$ cat src/rtl/mem_port_arbiter_pkg.sv
// Shared encodings for the fetch/data memory port arbiter.
package mem_port_arbiter_pkg;

   typedef enum logic [1:0] {
      ARB_IDLE  = 2'd0,
      ARB_ISSUE = 2'd1,
      ARB_WAIT  = 2'd2
   } arb_state_t;

   typedef enum logic [1:0] {
      OWN_NONE  = 2'd0,
      OWN_FETCH = 2'd1,
      OWN_DATA  = 2'd2
   } arb_owner_t;

   localparam int STARVE_WIDTH = 4;
   localparam logic [STARVE_WIDTH-1:0] STARVE_SAT = 4'd15;

endpackage

$ cat src/rtl/mem_port_arbiter_starve_prio.sv
// Data-first priority decision with a saturating counter of contested fetch losses.
module arb_starve_prio
   import mem_port_arbiter_pkg::*;
#(
   parameter int MAX_STARVE = 4
) (
   input  logic clk,
   input  logic rst,
   input  logic if_req,
   input  logic d_req,
   input  logic decide_en,
   output logic grant_fetch,
   output logic grant_data
);

   logic [STARVE_WIDTH-1:0] starve_cnt_reg;
   logic [STARVE_WIDTH-1:0] starve_cnt_next;
   logic                    fetch_wins;

   always_comb begin
      fetch_wins  = if_req & (~d_req | (starve_cnt_reg == STARVE_WIDTH'(MAX_STARVE)));
      grant_fetch = decide_en & fetch_wins;
      grant_data  = decide_en & d_req & ~fetch_wins;
   end

   // Only a data win while fetch was also asking counts as starvation.
   always_comb begin
      starve_cnt_next = starve_cnt_reg;
      if (grant_fetch) begin
         starve_cnt_next = '0;
      end else if (grant_data && if_req && (starve_cnt_reg != STARVE_SAT)) begin
         starve_cnt_next = starve_cnt_reg + 1'b1;
      end
   end

   always_ff @(posedge clk) begin
      if (!rst) begin
         starve_cnt_reg <= '0;
      end else begin
         starve_cnt_reg <= starve_cnt_next;
      end
   end

endmodule

$ cat src/rtl/mem_port_arbiter.sv
// Shares one memory port between instruction fetch and the data stage; one transaction in flight.
module mem_port_arbiter
   import mem_port_arbiter_pkg::*;
#(
   parameter int DATA_WIDTH    = 32,
   parameter int ADDRESS_WIDTH = 32,
   parameter int MAX_STARVE    = 4
) (
   input  logic                     clk,
   input  logic                     rst,
   input  logic                     if_req,
   input  logic [ADDRESS_WIDTH-1:0] if_addr,
   output logic                     if_gnt,
   output logic                     if_rvalid,
   output logic [DATA_WIDTH-1:0]    if_rdata,
   input  logic                     d_req,
   input  logic                     d_we,
   input  logic [ADDRESS_WIDTH-1:0] d_addr,
   input  logic [DATA_WIDTH-1:0]    d_wdata,
   output logic                     d_gnt,
   output logic                     d_rvalid,
   output logic [DATA_WIDTH-1:0]    d_rdata,
   output logic                     mem_req,
   output logic                     mem_we,
   output logic [ADDRESS_WIDTH-1:0] mem_addr,
   output logic [DATA_WIDTH-1:0]    mem_wdata,
   input  logic                     mem_ready,
   input  logic                     mem_rvalid,
   input  logic [DATA_WIDTH-1:0]    mem_rdata,
   output logic                     stall_f,
   output logic                     stall_m,
   output logic                     busy,
   output logic                     err
);

   arb_state_t               state_reg;
   arb_owner_t               owner_reg;
   logic                     mem_req_reg;
   logic                     mem_we_reg;
   logic [ADDRESS_WIDTH-1:0] mem_addr_reg;
   logic [DATA_WIDTH-1:0]    mem_wdata_reg;
   logic                     err_reg;
   logic                     decide_en;
   logic                     grant_fetch;
   logic                     grant_data;
   logic                     route;

   assign decide_en = rst & (state_reg == ARB_IDLE);

   arb_starve_prio #(
      .MAX_STARVE (MAX_STARVE)
   ) u_prio (
      .clk         (clk),
      .rst         (rst),
      .if_req      (if_req),
      .d_req       (d_req),
      .decide_en   (decide_en),
      .grant_fetch (grant_fetch),
      .grant_data  (grant_data)
   );

   always_ff @(posedge clk) begin
      if (!rst) begin
         state_reg     <= ARB_IDLE;
         owner_reg     <= OWN_NONE;
         mem_req_reg   <= 1'b0;
         mem_we_reg    <= 1'b0;
         mem_addr_reg  <= '0;
         mem_wdata_reg <= '0;
         err_reg       <= 1'b0;
      end else begin
         case (state_reg)
            ARB_IDLE: begin
               if (mem_rvalid) begin
                  err_reg <= 1'b1;
               end
               if (grant_fetch) begin
                  mem_req_reg  <= 1'b1;
                  mem_we_reg   <= 1'b0;
                  mem_addr_reg <= if_addr;
                  owner_reg    <= OWN_FETCH;
                  state_reg    <= ARB_ISSUE;
               end else if (grant_data) begin
                  mem_req_reg   <= 1'b1;
                  mem_we_reg    <= d_we;
                  mem_addr_reg  <= d_addr;
                  mem_wdata_reg <= d_wdata;
                  owner_reg     <= OWN_DATA;
                  state_reg     <= ARB_ISSUE;
               end
            end
            ARB_ISSUE: begin
               // A response before the request is even accepted cannot be ours.
               if (mem_rvalid) begin
                  err_reg <= 1'b1;
               end
               if (mem_ready) begin
                  mem_req_reg <= 1'b0;
                  state_reg   <= ARB_WAIT;
               end
            end
            ARB_WAIT: begin
               if (mem_rvalid) begin
                  owner_reg <= OWN_NONE;
                  state_reg <= ARB_IDLE;
               end
            end
            default: begin
               owner_reg   <= OWN_NONE;
               mem_req_reg <= 1'b0;
               state_reg   <= ARB_IDLE;
            end
         endcase
      end
   end

   assign route     = rst & (state_reg == ARB_WAIT) & mem_rvalid;
   assign if_gnt    = grant_fetch;
   assign d_gnt     = grant_data;
   assign if_rvalid = route & (owner_reg == OWN_FETCH);
   assign d_rvalid  = route & (owner_reg == OWN_DATA);
   assign if_rdata  = {DATA_WIDTH{rst}} & mem_rdata;
   assign d_rdata   = {DATA_WIDTH{rst}} & mem_rdata;

   // Registered outputs are forced low while reset is held, before the edge clears them.
   assign mem_req   = rst & mem_req_reg;
   assign mem_we    = rst & mem_we_reg;
   assign mem_addr  = {ADDRESS_WIDTH{rst}} & mem_addr_reg;
   assign mem_wdata = {DATA_WIDTH{rst}} & mem_wdata_reg;
   assign busy      = rst & (state_reg != ARB_IDLE);
   assign err       = rst & err_reg;

   assign stall_f = if_req & ~if_rvalid;
   assign stall_m = d_req | ((owner_reg == OWN_DATA) & (state_reg != ARB_IDLE) & ~d_rvalid);

endmodule
$ cat config.mk
export PLATFORM = sky130hd
export DESIGN_NAME = mem_port_arbiter
export DESIGN_NICKNAME = d
export VERILOG_FILES = /design/src/rtl/mem_port_arbiter_pkg.sv /design/src/rtl/mem_port_arbiter_starve_prio.sv /design/src/rtl/mem_port_arbiter.sv
export SDC_FILE = /design/constraint.sdc
export NUM_CORES = 1
export LEC_CHECK = 0
export CORE_MARGIN = 2
export CORE_UTILIZATION = 30
export CTS_BUF_LIST = sky130_fd_sc_hd__clkbuf_8
export DETAILED_ROUTE_END_ITERATION = 8
export PLACE_DENSITY_LB_ADDON = 0.08
export SKIP_CTS_REPAIR_TIMING = 1
export SYNTH_ARGS = -nofsm -noshare
export SYNTH_HDL_FRONTEND = slang
export SYNTH_SLANG_ARGS = --single-unit
$ cat constraint.sdc
create_clock -name clk -period 1.75 [get_ports clk]
set_clock_uncertainty 0.05 [all_clocks]
set_input_delay 0.2625 -clock clk [delete_from_list [all_inputs] [get_ports clk]]
set_output_delay 0.2625 -clock clk [all_outputs]
set_load 0.05 [all_outputs]
# Yosys cells after proc, flatten, opt, wreduce, memory -nomap -nowiden
# Index checks and enable logic that the tools add are counted.
# totals
register_bits	75
in_bits	135
out_inout_bits	138
# op_classes
n_mux	16
n_eq_ne	9
bitwise_logic	29
addsub	1
reduce_logical	13
# op_table
cell	count
$and A32 B32 Y32	3
$mux W32	2
$and A1 B1 Y1	16
$mux W2	6
$pmux W2 S3	2
$reduce_and A3 Y1	4
$not A1 Y1	8
$mux W1	5
$add A4 B1 Y4 const B	1
$eq A2 B1 Y1 const B	2
$eq A2 B2 Y1 const B	2
$eq A4 B3 Y1 const B	1
$ne A2 B2 Y1 const B	2
$ne A4 B4 Y1 const B	1
$reduce_and A2 Y1	2
$reduce_bool A2 Y1	2
$reduce_or A2 Y1	2
$ne A3 B2 Y1 const B	1
$pmux W1 S3	1
$logic_and A1 B1 Y1	2
$logic_not A2 Y1	1
$or A1 B1 Y1	2

# Longest topological paths before layout
# depth
ltp_word	8
depth_mapped	9
mapped_depth_nobuf	7

# By module
# A second synthesis with hierarchy kept.
# unflattened
hier_cells	517
area_unflattened_um2	4330.4
# modules_own_cells
module	instances	area_each_um2	cells_each	seq_area_each_um2
mem_port_arbiter	1	4041.4	483	1421.4
arb_starve_prio	1	289.0	34	80.1

# Least setup slack after synthesis
# No wires, ideal clock.
# synth_path
path_kind	register to output
startpoint	register state_reg[0]
endpoint	output port stall_f
path_stages_with_launch	5
arrival_time_ps	2464
required_ps	1437
path_buffers	1
setup_slack_ps	-1027
path_cell_list	dfxtp_1 -> buf_2 -> nand4b_1 -> nor3b_1 -> nor2_1
# synth_via
elab_chain_cells	6
# synth_rtl
element	line	rtl
start: declaration	mem_port_arbiter.sv:36	arb_state_t state_reg;
start signal: assignment	mem_port_arbiter.sv:64	state_reg <= ARB_IDLE;
start signal: assignment	mem_port_arbiter.sv:82	state_reg <= ARB_ISSUE;
start signal: assignment	mem_port_arbiter.sv:89	state_reg <= ARB_ISSUE;
$eq A2 B2 Y1	mem_port_arbiter.sv:117	assign route = rst & (state_reg == ARB_WAIT) & mem_rvalid;
$and A1 B1 Y1 (2 in a row)	mem_port_arbiter.sv:117	
$and A1 B1 Y1	mem_port_arbiter.sv:120	assign if_rvalid = route & (owner_reg == OWN_FETCH);
named net if_rvalid	mem_port_arbiter.sv:14	output logic if_rvalid,
$not A1 Y1	mem_port_arbiter.sv:133	assign stall_f = if_req & ~if_rvalid;
$and A1 B1 Y1	mem_port_arbiter.sv:133	
end: declaration	mem_port_arbiter.sv:30	output logic stall_f,
# The timed path passes the listed nets, and every way through them passes these cells.

# Worst setup path after layout
# layout_path
startpoint	register u_prio.starve_cnt_reg[1]
endpoint	output port if_gnt
# layout_via
elab_chain_cells	4
# layout_rtl
element	line	rtl
start: declaration	mem_port_arbiter_starve_prio.sv:16	logic [STARVE_WIDTH-1:0] starve_cnt_reg;
start signal: assignment	mem_port_arbiter_starve_prio.sv:40	starve_cnt_reg <= starve_cnt_next;
$eq A4 B3 Y1	mem_port_arbiter_starve_prio.sv:21	fetch_wins = if_req & (~d_req | (starve_cnt_reg == STARVE_WIDTH'(MAX_STARVE)));
$or A1 B1 Y1	mem_port_arbiter_starve_prio.sv:21	
$and A1 B1 Y1	mem_port_arbiter_starve_prio.sv:21	
$and A1 B1 Y1	mem_port_arbiter_starve_prio.sv:22	grant_fetch = decide_en & fetch_wins;
end: declaration	mem_port_arbiter.sv:13	output logic if_gnt,
# Every way passes these cells.

==> impl_metrics.toml <==
[status]
status = "complete, but fails checks"
violations = "negative setup slack"

[placement]
gp_congestion = 0.738
dpl.hpwl_mm = 10.7
io_buffer_count = 272
place_area_um2 = 8090
dp_slack_ns = -0.179

[floorplanning]
rows = 41
core_region_area_um2 = 12600
io-pin-count = 273
die_area_um2 = 13800
die_h_um = 118
initial_core_util_pct = 30.7
die_width_um = 118

[detailed_routing]
drc = 0
initialDrtViolationCount = 96
drtAntennaViolNets = 0
drt_pass1_iterations = 4
via_per_inst = 4.54
wire_per_inst_um = 15.5
via_count = 4132
totalWireLength_mm = 14.2

[synth]
synthCells = 479
synthesis.nets = 616
synth.distinct_cells = 38
avgSynthCellArea_um2 = 8.08
yosysTopAreaCell = "dfxtp_1"
synth_top_area_share_pct = 38.8
ys_warn_count = 0
synth_edf_count = 0
async_flop_share_pct = 0
synth_area_um2 = 3870
synth_ff_type = "dfxtp_1"
synthTopCellsByArea = "dfxtp_1, and2_1, nand2_1, buf_4, a21oi_1"
yosysSeqAreaShare_pct = 38.8
ys_seq_elements = 75

[cts]
cts_tree = "done"
htree_num_levels = 3
cts.sinks = 75
clk_pin_slew_worst_paths_ns = 0.09
clock_path_buffers = 2
clock_latency_ns = 0.35
clockRootBuffer = "clkbuf_8"
numCtsBuffers = 9

[worst_setup_path]
start_kind = "flop"
worst_setup_path_end_kind = "output pin"
crit_arrival_ns = 1.70
critPathKind = "flop to output pin"
crit_path_max_fanout = 3
required_ns = 1.44
rr_worst_depth = 7

[power_and_ir_drop]
switchingPower_mw = 1.77
power_frac_comb_pct = 40.1
p_per_area_nw_per_um2 = 622
peakVddDrop_mv = 0.470
leakagePower_nw = 3.48
p_int_mw = 3.49
power.total_mw = 5.26
clock_power_share_pct = 24.2
seqPwrFrac_pct = 35.7
swShare_pct = 33.7

[finish]
nFillCells = 1020
nets = 871
final_layout_size_suffix_gt1_share_pct = 32.9
areaGrowthSynthToFinish_pct = 119
diodes = 0
post-route-cell-area_um2 = 8460
utilization_pct = 67.1

[grt]
globalRouteTotalUtil_pct = 19.9
use_met3_pct = 6.88
grt_overflow_total = 0
grt_first_pass_wirelength_mm = 22.3
antenna_found_initial = 0
first_global_vias = 4175
grt_max_degree = 43
busiest_layer = "met2"
gr-usage-met2_pct = 35.0
met1_usage_pct = 22.6

[worst_hold_path]
hold_path.class = "input port to flop"
hold_path_depth = 3

[sta]
max_slew_margin_pct = 74.5
final_max_slew_viol_count = 0
layout_min_cycle_time_ns = 2.01
rsz0062_at_grt = "true"
tightest_slew_ns = 0.380
timing.final.crit_share_pct = 115
final_hold_viol_count = 0
setup_ws_ns = -0.264
finalSetupViolations = 37
fmax_mhz = 496

[job]
cap_violations = 0
synth_stat cells, types with 4 or more instances:
master and count:
and2_1 99, nand2_1 97, dfxtp_1 75, a21oi_1 35, buf_4 34, a221o_1 17
nor2b_1 17, a22oi_1 16, clkbuf_1 15, nor2_1 12, buf_2 9, buf_6 8
inv_1 7, mux2i_1 4
cell families after synthesis:
family / after synthesis / synth area share, %
and+or+nand+nor: 243 / 32.8
AOI/OAI and AO/OA: 78 / 13.9
buffers and inverters: 76 / 12.5
DFF: 75 / 38.8
muxes: 4 / 1.03
adders and majority gates: 2 / 0.647
xor gates and xnor gates: 1 / 0.226
metrics by stage:
stage / cells / hold WS (ns) / TNS (ns)
after global placement: 885 / 0.387 / -8.57
final: 911 / 0.373 / -3.00
after detailed placement: 885 / 0.393 / -9.82
after floorplan: 479 / 0.311 / -0.792
after CTS: 901 / 0.355 / -1.48
after global routing: 911 / 0.373 / -5.54
power groups by stage:
stage	Combinational, mW	Sequential [mW]	Clock [mW]
finish	2.11	1.88	1.28
global route	2.21	1.89	1.40
CTS	2.08	1.88	1.33
detailed placement	2.08	1.91	0
global placement	2.06	1.91	0
floorplan	1.01	1.90	0
placed cells by master (no fill, tap or decap), drive strengths merged, types with 2 or more instances in the layout:
cell           count
nand2             98
nand4b             3
nor2              13
ha                 2
clkdlybuf4s50    133
nor2b             17
inv               12
clkbuf            12
dfxtp             75
clkinv             2
a21oi             35
o2111a             2
nor3b              3
a221o             17
and2              99
nor3               2
buf              176
a22oi             16
o21ai              3
mux2i              4
worst max-delay path: stages, from the launching register on:
cell	delay, ns
dfxtp_2	0.35
inv_2	0.05
ha_4	0.16
and3b_1	0.20
o2111a_2	0.31
buf_12	0.14
buf_12	0.14
per-layer routing:
layer	vias to the layer above	wire length (um)
li1	2048	-
met1	1892	5610
met2	172	7140
met3	20	1120
met4	0	292
met5	-	0
area by class of cell:
cell class / count / area [um^2] / area share [%]
Inverter: 9 / 38.8 / 0.458
Multi-Input combinational cell: 328 / 2010 / 23.7
Clock inverter: 6 / 47.5 / 0.562
Clock buffer: 10 / 138 / 1.63
Tap cell: 172 / 215 / 2.54
Sequential cell: 75 / 1510 / 17.9
Timing Repair Buffer: 311 / 4510 / 53.2
path summary, 6_finish.rpt:
| kind | startpoint | to | slack [ns] |
|---|---|---|---|
| max | u_prio.starve_cnt_reg[1]$_SDFFE_PP0P_ | if_gnt | -0.26 |
| min | rst | state_reg[0]$_SDFFE_PN0P_ | 0.37 |
| max reg2reg | u_prio.starve_cnt_reg[1]$_SDFFE_PP0P_ | mem_addr_reg[9]$_SDFFE_PN0P_ | -0.14 |
| min reg2reg | mem_wdata_reg[1]$_SDFFE_PN0P_ | mem_wdata_reg[1]$_SDFFE_PN0P_ | 0.40 |
(Power assumes the default switching activity.)
